## src/rtl/div_hilo_unit_pkg.sv

```systemverilog
// ============================================================================
// Module      : mips_div_pkg
// Description : Shared types and constants for the DIV/DIVU + HI/LO unit.
// Revision    : 1.0 - initial release
// ============================================================================
`default_nettype none

package mips_div_pkg;

  typedef enum logic [0:0] {
    IDLE = 1'b0,
    RUN  = 1'b1
  } div_state_t;

  localparam int DIV_CYCLES_DEFAULT = 4;
  localparam int CNT_W              = 4;

endpackage : mips_div_pkg

`default_nettype wire

```

## src/rtl/div_hilo_unit_if.sv

```systemverilog
// ============================================================================
// Module      : div_hilo_unit_if
// Description : Pipeline-side bundle for the divide unit and HI/LO registers.
// Revision    : 1.0 - initial release
// ============================================================================
`default_nettype none

interface div_hilo_unit_if;

  logic        start;
  logic        is_signed;
  logic [31:0] rs_val;
  logic [31:0] rt_val;
  logic        flush;
  logic        hi_we;
  logic        lo_we;
  logic [31:0] wdata;
  logic        busy;
  logic        done;
  logic        div_by_zero;
  logic [31:0] hi;
  logic [31:0] lo;

  // Pipeline side
  modport master (
    output start, is_signed, rs_val, rt_val, flush, hi_we, lo_we, wdata,
    input  busy, done, div_by_zero, hi, lo
  );

  // Execution unit side
  modport slave (
    input  start, is_signed, rs_val, rt_val, flush, hi_we, lo_we, wdata,
    output busy, done, div_by_zero, hi, lo
  );

endinterface : div_hilo_unit_if

`default_nettype wire

```

## src/rtl/div_hilo_unit_divide.sv

```systemverilog
// ============================================================================
// Module      : divide
// Description : Combinational unsigned restoring-division array.
// Revision    : 1.0 - initial release
// ============================================================================
`default_nettype none

module divide #(
  parameter int WIDTH = 32
) (
  input  logic [WIDTH-1:0] dividend,
  input  logic [WIDTH-1:0] divisor,
  output logic [WIDTH-1:0] quotient,
  output logic [WIDTH-1:0] remainder
);

  logic [WIDTH:0]   w_rem;
  logic [WIDTH-1:0] w_dvd;
  logic             w_ge;

  // One restoring step per dividend bit, MSB first.
  always_comb begin
    w_rem    = '0;
    w_dvd    = dividend;
    w_ge     = 1'b0;
    quotient = '0;
    for (int i = 0; i < WIDTH; i++) begin
      w_rem = {w_rem[WIDTH-1:0], w_dvd[WIDTH-1]};
      w_dvd = w_dvd << 1;
      w_ge  = (w_rem >= {1'b0, divisor});
      if (w_ge) begin
        w_rem = w_rem - {1'b0, divisor};
      end
      quotient = {quotient[WIDTH-2:0], w_ge};
    end
    remainder = w_rem[WIDTH-1:0];
  end

endmodule : divide

`default_nettype wire

```

## src/rtl/div_hilo_unit.sv

```systemverilog
// ============================================================================
// Module      : div_hilo_unit
// Description : Multi-cycle DIV/DIVU unit with HI/LO register file.
// Revision    : 1.0 - initial release
// ============================================================================
`default_nettype none

module div_hilo_unit
  import mips_div_pkg::*;
#(
  parameter int DIV_CYCLES = DIV_CYCLES_DEFAULT
) (
  input  logic            clk,
  input  logic            rst,
  div_hilo_unit_if.slave  bus
);

  localparam logic [CNT_W-1:0] C_CNT_LOAD = CNT_W'(DIV_CYCLES - 1);

  function automatic logic [31:0] magnitude(input logic [31:0] x, input logic sgn);
    return (sgn && x[31]) ? (32'd0 - x) : x;
  endfunction

  function automatic logic [31:0] fixup(input logic [31:0] x, input logic neg);
    return neg ? (32'd0 - x) : x;
  endfunction

  div_state_t       r_state;
  div_state_t       w_state_next;
  logic [CNT_W-1:0] r_cnt;
  logic [CNT_W-1:0] w_cnt_next;
  logic             w_accept;
  logic             w_wb;

  logic [31:0] r_mag_a;
  logic [31:0] r_mag_b;
  logic        r_neg_q;
  logic        r_neg_r;
  logic        r_zero_b;
  logic [31:0] r_hi;
  logic [31:0] r_lo;
  logic        r_done;
  logic        r_div_by_zero;
  logic [31:0] w_quot;
  logic [31:0] w_rem;

  // Array inputs come only from the latched magnitudes, so they hold for all of RUN.
  divide u_divide (
    .dividend  (r_mag_a),
    .divisor   (r_mag_b),
    .quotient  (w_quot),
    .remainder (w_rem)
  );

  always_ff @(posedge clk) begin
    if (rst) begin
      r_state <= IDLE;
      r_cnt   <= '0;
    end else begin
      r_state <= w_state_next;
      r_cnt   <= w_cnt_next;
    end
  end

  always_comb begin
    w_state_next = r_state;
    w_cnt_next   = r_cnt;
    w_accept     = 1'b0;
    w_wb         = 1'b0;
    case (r_state)
      IDLE: begin
        if (bus.start && !bus.flush) begin
          w_state_next = RUN;
          w_cnt_next   = C_CNT_LOAD;
          w_accept     = 1'b1;
        end
      end
      RUN: begin
        if (bus.flush) begin
          w_state_next = IDLE;
        end else if (r_cnt == '0) begin
          w_state_next = IDLE;
          w_wb         = 1'b1;
        end else begin
          w_cnt_next = r_cnt - CNT_W'(1);
        end
      end
      default: w_state_next = IDLE;
    endcase
  end

  always_ff @(posedge clk) begin
    if (rst) begin
      r_mag_a  <= '0;
      r_mag_b  <= '0;
      r_neg_q  <= 1'b0;
      r_neg_r  <= 1'b0;
      r_zero_b <= 1'b0;
    end else if (w_accept) begin
      r_mag_a  <= magnitude(bus.rs_val, bus.is_signed);
      r_mag_b  <= magnitude(bus.rt_val, bus.is_signed);
      r_neg_q  <= bus.is_signed & (bus.rs_val[31] ^ bus.rt_val[31]);
      r_neg_r  <= bus.is_signed & bus.rs_val[31];
      r_zero_b <= (bus.rt_val == 32'd0);
    end
  end

  // MT writes land first so a same-edge division writeback overrides them.
  always_ff @(posedge clk) begin
    if (rst) begin
      r_hi          <= '0;
      r_lo          <= '0;
      r_done        <= 1'b0;
      r_div_by_zero <= 1'b0;
    end else begin
      if (bus.hi_we) r_hi <= bus.wdata;
      if (bus.lo_we) r_lo <= bus.wdata;
      if (w_wb && !r_zero_b) begin
        r_hi <= fixup(w_rem,  r_neg_r);
        r_lo <= fixup(w_quot, r_neg_q);
      end
      r_done        <= w_wb;
      r_div_by_zero <= w_wb & r_zero_b;
    end
  end

  assign bus.busy        = (r_state == RUN);
  assign bus.done        = r_done;
  assign bus.div_by_zero = r_div_by_zero;
  assign bus.hi          = r_hi;
  assign bus.lo          = r_lo;

endmodule : div_hilo_unit

`default_nettype wire

```

## src/flat_wrapper.sv

```systemverilog
// flat-port wrapper written by rule: the top's interface ports become plain ports
module div_hilo_unit_flat import mips_div_pkg::*;
#(
  parameter int DIV_CYCLES = DIV_CYCLES_DEFAULT
)
  (clk, rst, bus_start, bus_is_signed, bus_rs_val, bus_rt_val, bus_flush, bus_hi_we, bus_lo_we, bus_wdata, bus_busy, bus_done, bus_div_by_zero, bus_hi, bus_lo);
  div_hilo_unit_if bus_i ();
  input  logic clk;
  input  logic rst;
  input wire logic [$bits(bus_i.start)-1:0] bus_start;
  input wire logic [$bits(bus_i.is_signed)-1:0] bus_is_signed;
  input wire logic [$bits(bus_i.rs_val)-1:0] bus_rs_val;
  input wire logic [$bits(bus_i.rt_val)-1:0] bus_rt_val;
  input wire logic [$bits(bus_i.flush)-1:0] bus_flush;
  input wire logic [$bits(bus_i.hi_we)-1:0] bus_hi_we;
  input wire logic [$bits(bus_i.lo_we)-1:0] bus_lo_we;
  input wire logic [$bits(bus_i.wdata)-1:0] bus_wdata;
  output wire logic [$bits(bus_i.busy)-1:0] bus_busy;
  output wire logic [$bits(bus_i.done)-1:0] bus_done;
  output wire logic [$bits(bus_i.div_by_zero)-1:0] bus_div_by_zero;
  output wire logic [$bits(bus_i.hi)-1:0] bus_hi;
  output wire logic [$bits(bus_i.lo)-1:0] bus_lo;
  assign bus_i.start = bus_start;
  assign bus_i.is_signed = bus_is_signed;
  assign bus_i.rs_val = bus_rs_val;
  assign bus_i.rt_val = bus_rt_val;
  assign bus_i.flush = bus_flush;
  assign bus_i.hi_we = bus_hi_we;
  assign bus_i.lo_we = bus_lo_we;
  assign bus_i.wdata = bus_wdata;
  assign bus_busy = bus_i.busy;
  assign bus_done = bus_i.done;
  assign bus_div_by_zero = bus_i.div_by_zero;
  assign bus_hi = bus_i.hi;
  assign bus_lo = bus_i.lo;
  div_hilo_unit #(.DIV_CYCLES(DIV_CYCLES)) u_core (.clk(clk), .rst(rst), .bus(bus_i));
endmodule
```

## config.mk

```make
export PLATFORM = sky130hd
export DESIGN_NAME = div_hilo_unit_flat
export DESIGN_NICKNAME = d
export VERILOG_FILES = /design/src/rtl/div_hilo_unit_pkg.sv /design/src/rtl/div_hilo_unit_if.sv /design/src/rtl/div_hilo_unit_divide.sv /design/src/rtl/div_hilo_unit.sv /design/src/flat_wrapper.sv
export SDC_FILE = /design/constraint.sdc
export NUM_CORES = 2
export LEC_CHECK = 0
export CORE_MARGIN = 2
export CORE_UTILIZATION = 29
export DETAILED_ROUTE_END_ITERATION = 6
export GPL_TIMING_DRIVEN = 0
export SYNTH_ARGS = -nofsm -noshare
export SYNTH_HDL_FRONTEND = slang
export SYNTH_SLANG_ARGS = --single-unit
```

## constraint.sdc

```tcl
create_clock -name clk -period 158.1 [get_ports clk]
set_input_delay 23.715 -clock clk [delete_from_list [all_inputs] [get_ports clk]]
set_output_delay 23.715 -clock clk [all_outputs]
set_load 0.01 [all_outputs]
```

==> flow_summary.json <==
{
  "status": "finished, final reports clean",
  "ys_types": 124,
  "htreeDepth": 4,
  "clk_pin_slew_ns": 0.06,
  "drtPass1Iterations": 6,
  "grt_pass1_vias": 68069,
  "finalCritPeriodShare_pct": 94.6,
  "avgSynthCellArea_sq_um": 6.98,
  "grt_overflow_total": 0,
  "slew_viol_final": 0,
  "worstHoldStart": "u_core.r_mag_a[31]",
  "hold_viol_final": 0,
  "min_path_cells": 2,
  "fmax_mhz": 6.69,
  "tritoncts": "yes",
  "maxSlewHeadroom_pct": 2.99,
  "gp_congestion": 0.994,
  "crit_slowest_cell": "a21boi_1",
  "multi_input_area_sq_um": 63500,
  "numCtsBuffers": 17,
  "synth_edf_count": 0,
  "final_nets": 11193,
  "nFillCells": 25160,
  "synth_warnings": 0,
  "end_kind": "flop",
  "register_area_sq_um": 2770,
  "synth_top_area_cell": "ha_1",
  "die_w_um": 487,
  "grt_antenna_before_repair": 35,
  "core_sq_um": 233000,
  "setup_viol": 0,
  "cts_hold_buffers": 0,
  "worst_ep_required_time_ns": 158.40,
  "start_kind": "flop",
  "yosys-top-cells-area": "ha_1, mux2_2, nor2_1, nand2_1, o21ai_0",
  "drtAntennaViolNets": 0,
  "clk_path_buf_depth": 2,
  "rrSetupSlack_ns": 8.59,
  "placed_cells": 12953,
  "reg2reg_to": "u_core.bus.lo[28]",
  "post_route_cells_drive_above_1_share_pct": 13.3,
  "portBuffers": 168,
  "period_minus_slack_ns": 149.51,
  "timing.rr.start": "u_core.r_mag_b[7]",
  "dieHeight_um": 487,
  "drt_iter0_markers": 6737,
  "die_area_sq_um": 238000,
  "synth_top_area_share_pct": 18.5,
  "crit_path_frequent_cell": "o21ai_1",
  "synth_most_common_cell": "nor2_1",
  "post_drt_wl_per_cell_um": 21.5,
  "synth_cells": 9715,
  "cap_violations": 0,
  "arrival_ns": 149.80,
  "cpPeakStageDelay_ns": 0.54,
  "netlist_area_sq_um": 67800,
  "grtUsageTotal_pct": 22.5,
  "grt_max_degree": 32,
  "viasPerCell": 5.70,
  "dp_hpwl_um": 229000,
  "routed_wl_um": 282000,
  "place_area_sq_um": 73900,
  "grt_pass1_wl_um": 417000,
  "area_growth_pct": 15.7,
  "path_max_fanout": 20,
  "fp-row-count": 177,
  "layout.cells.non_filler": 13141,
  "num_io_pins": 170,
  "worstSetupPathType": "flop to flop",
  "design_area_sq_um": 78400,
  "syn_nets": 10849,
  "cts.sinks": 138,
  "r2r_cells": 810,
  "ys.flop_type": "dfxtp_1",
  "crit_start": "u_core.r_mag_b[7]",
  "clock_latency_ns": 0.45,
  "hold_end": "u_core.r_mag_a[31]",
  "drc_errors": 0,
  "initial_core_util_pct": 29.1,
  "ys_top_cells_by_count": "nor2_1, ha_1, nand2_1, o21ai_0, inv_1",
  "fin_worst_skew_ns": 0.0126,
  "yosysSeqAreaShare_pct": 4.08,
  "cts-root-buf": "clkbuf_16",
  "via_count": 74913,
  "hp-class": "flop to flop",
  "max_slew.worst_pin.slew_ns": 1.44,
  "async_reset_ff_share_pct": 0,
  "ys_ff_latch": 138
}
critical path, delay by kind of cell (launching register included):
kind	cells	cell delay, ns
AO/OA/AOI/OAI	648	109.64
XOR/XNOR	1	0.23
adder cells (fa/ha/maj)	35	11.25
buffers and inverters	109	21.41
flip-flops	1	0.32
multiplexers	22	7.39
AND/OR/NAND/NOR	108	16.17
sequential cells by signal, indices dropped and copies added (netlist names):
| name | count |
|---|---|
| u_core.bus.busy | 1 |
| u_core.bus.div_by_zero | 1 |
| u_core.bus.done | 1 |
| u_core.bus.hi | 32 |
| u_core.bus.lo | 32 |
| u_core.r_cnt | 4 |
| u_core.r_mag_a | 32 |
| u_core.r_mag_b | 32 |
| u_core.r_neg_q | 1 |
| u_core.r_neg_r | 1 |
| u_core.r_zero_b | 1 |
timing repair:
| action | CTS | global route |
|---|---|---|
| pin swaps | 78 | 101 |
| setup buffers | 78 | 61 |
| gates resized for setup | 640 | 409 |
| endpoints found under the setup margin | 64 | 64 |
through the flow:
stage / setup WS, ns / util, % / TNS [ns] / hold slack [ns]
final: 8.59 / 33.7 / 0 / 0.466
after CTS: 0.0000284 / 33.1 / 0 / 0.462
after global routing: -0.405 / 33.7 / -1.58 / 0.498
after global placement: -53.53 / 31.5 / -3275.02 / 0.445
after detailed placement: -50.91 / 31.8 / -3106.04 / 0.455
after floorplan: 2.14 / - / 0 / 0.432
layer usage:
metal	track usage, %	routed length [um]	vias up
met5	0	13	-
met4	10.3	13900	2
met3	2.15	19600	527
met2	36.5	127000	2793
met1	29.8	122000	35420
li1	-	-	36171
layout make-up:
| cell class | count | area share (%) |
|---|---|---|
| Multi-Input combinational cell | 8658 | 81.0 |
| Tap cell | 3043 | 4.85 |
| Timing Repair Buffer | 334 | 4.30 |
| Sequential cell | 138 | 3.53 |
| Inverter | 667 | 3.26 |
| Buffer | 243 | 2.20 |
| Clock buffer | 23 | 0.609 |
| Clock inverter | 7 | 0.209 |
| Antenna cell | 28 | 0.0893 |
placed cells by master, fill, tap and decap left out, types with 34 or more instances in the layout:
master	n
nor2_1	1094
nand2_1	991
ha_1	991
inv_1	630
a21oi_1	586
o21ai_0	517
mux2_2	508
xnor2_1	402
a21o_1	291
xor2_1	271
mux2i_1	266
a21boi_0	173
nor3_1	171
clkdlybuf4s50_1	168
nand4_1	167
buf_4	166
nand3_1	152
a211oi_1	152
nor2b_1	146
dfxtp_1	136
o21ai_1	134
o21a_1	113
nand2b_1	99
clkbuf_1	91
and3_1	90
or3_1	78
o21bai_1	74
o21ai_2	73
a21boi_1	71
a21oi_2	57
nor4_1	56
a31oi_1	52
o211ai_1	49
and2_1	48
o22ai_1	46
or2_2	44
a21boi_2	43
buf_6	34
cells by family after synthesis:
logic type / count (synthesis) / synth area share [%]
multiplexers: 785 / 12.5
AO/OA/AOI/OAI: 2875 / 27.7
AND/OR/NAND/NOR: 3294 / 22.4
buffers and inverters: 919 / 5.20
flip-flops: 138 / 4.08
XOR/XNOR: 673 / 8.70
adder cells (fa/ha/maj): 1031 / 19.4
how the worst max path moves through the flow:
stage	end	depth (start not counted)
floorplan	u_core.bus.lo[30]	1180
global placement	u_core.bus.lo[30]	1180
detailed placement	u_core.bus.lo[30]	934
CTS	u_core.bus.lo[28]	916
global route	u_core.bus.lo[28]	915
finish	u_core.bus.lo[28]	923
Power is left out: the tool's default activity adds up to more than one toggle a clock period on the data nets, which glitch-free logic cannot reach.
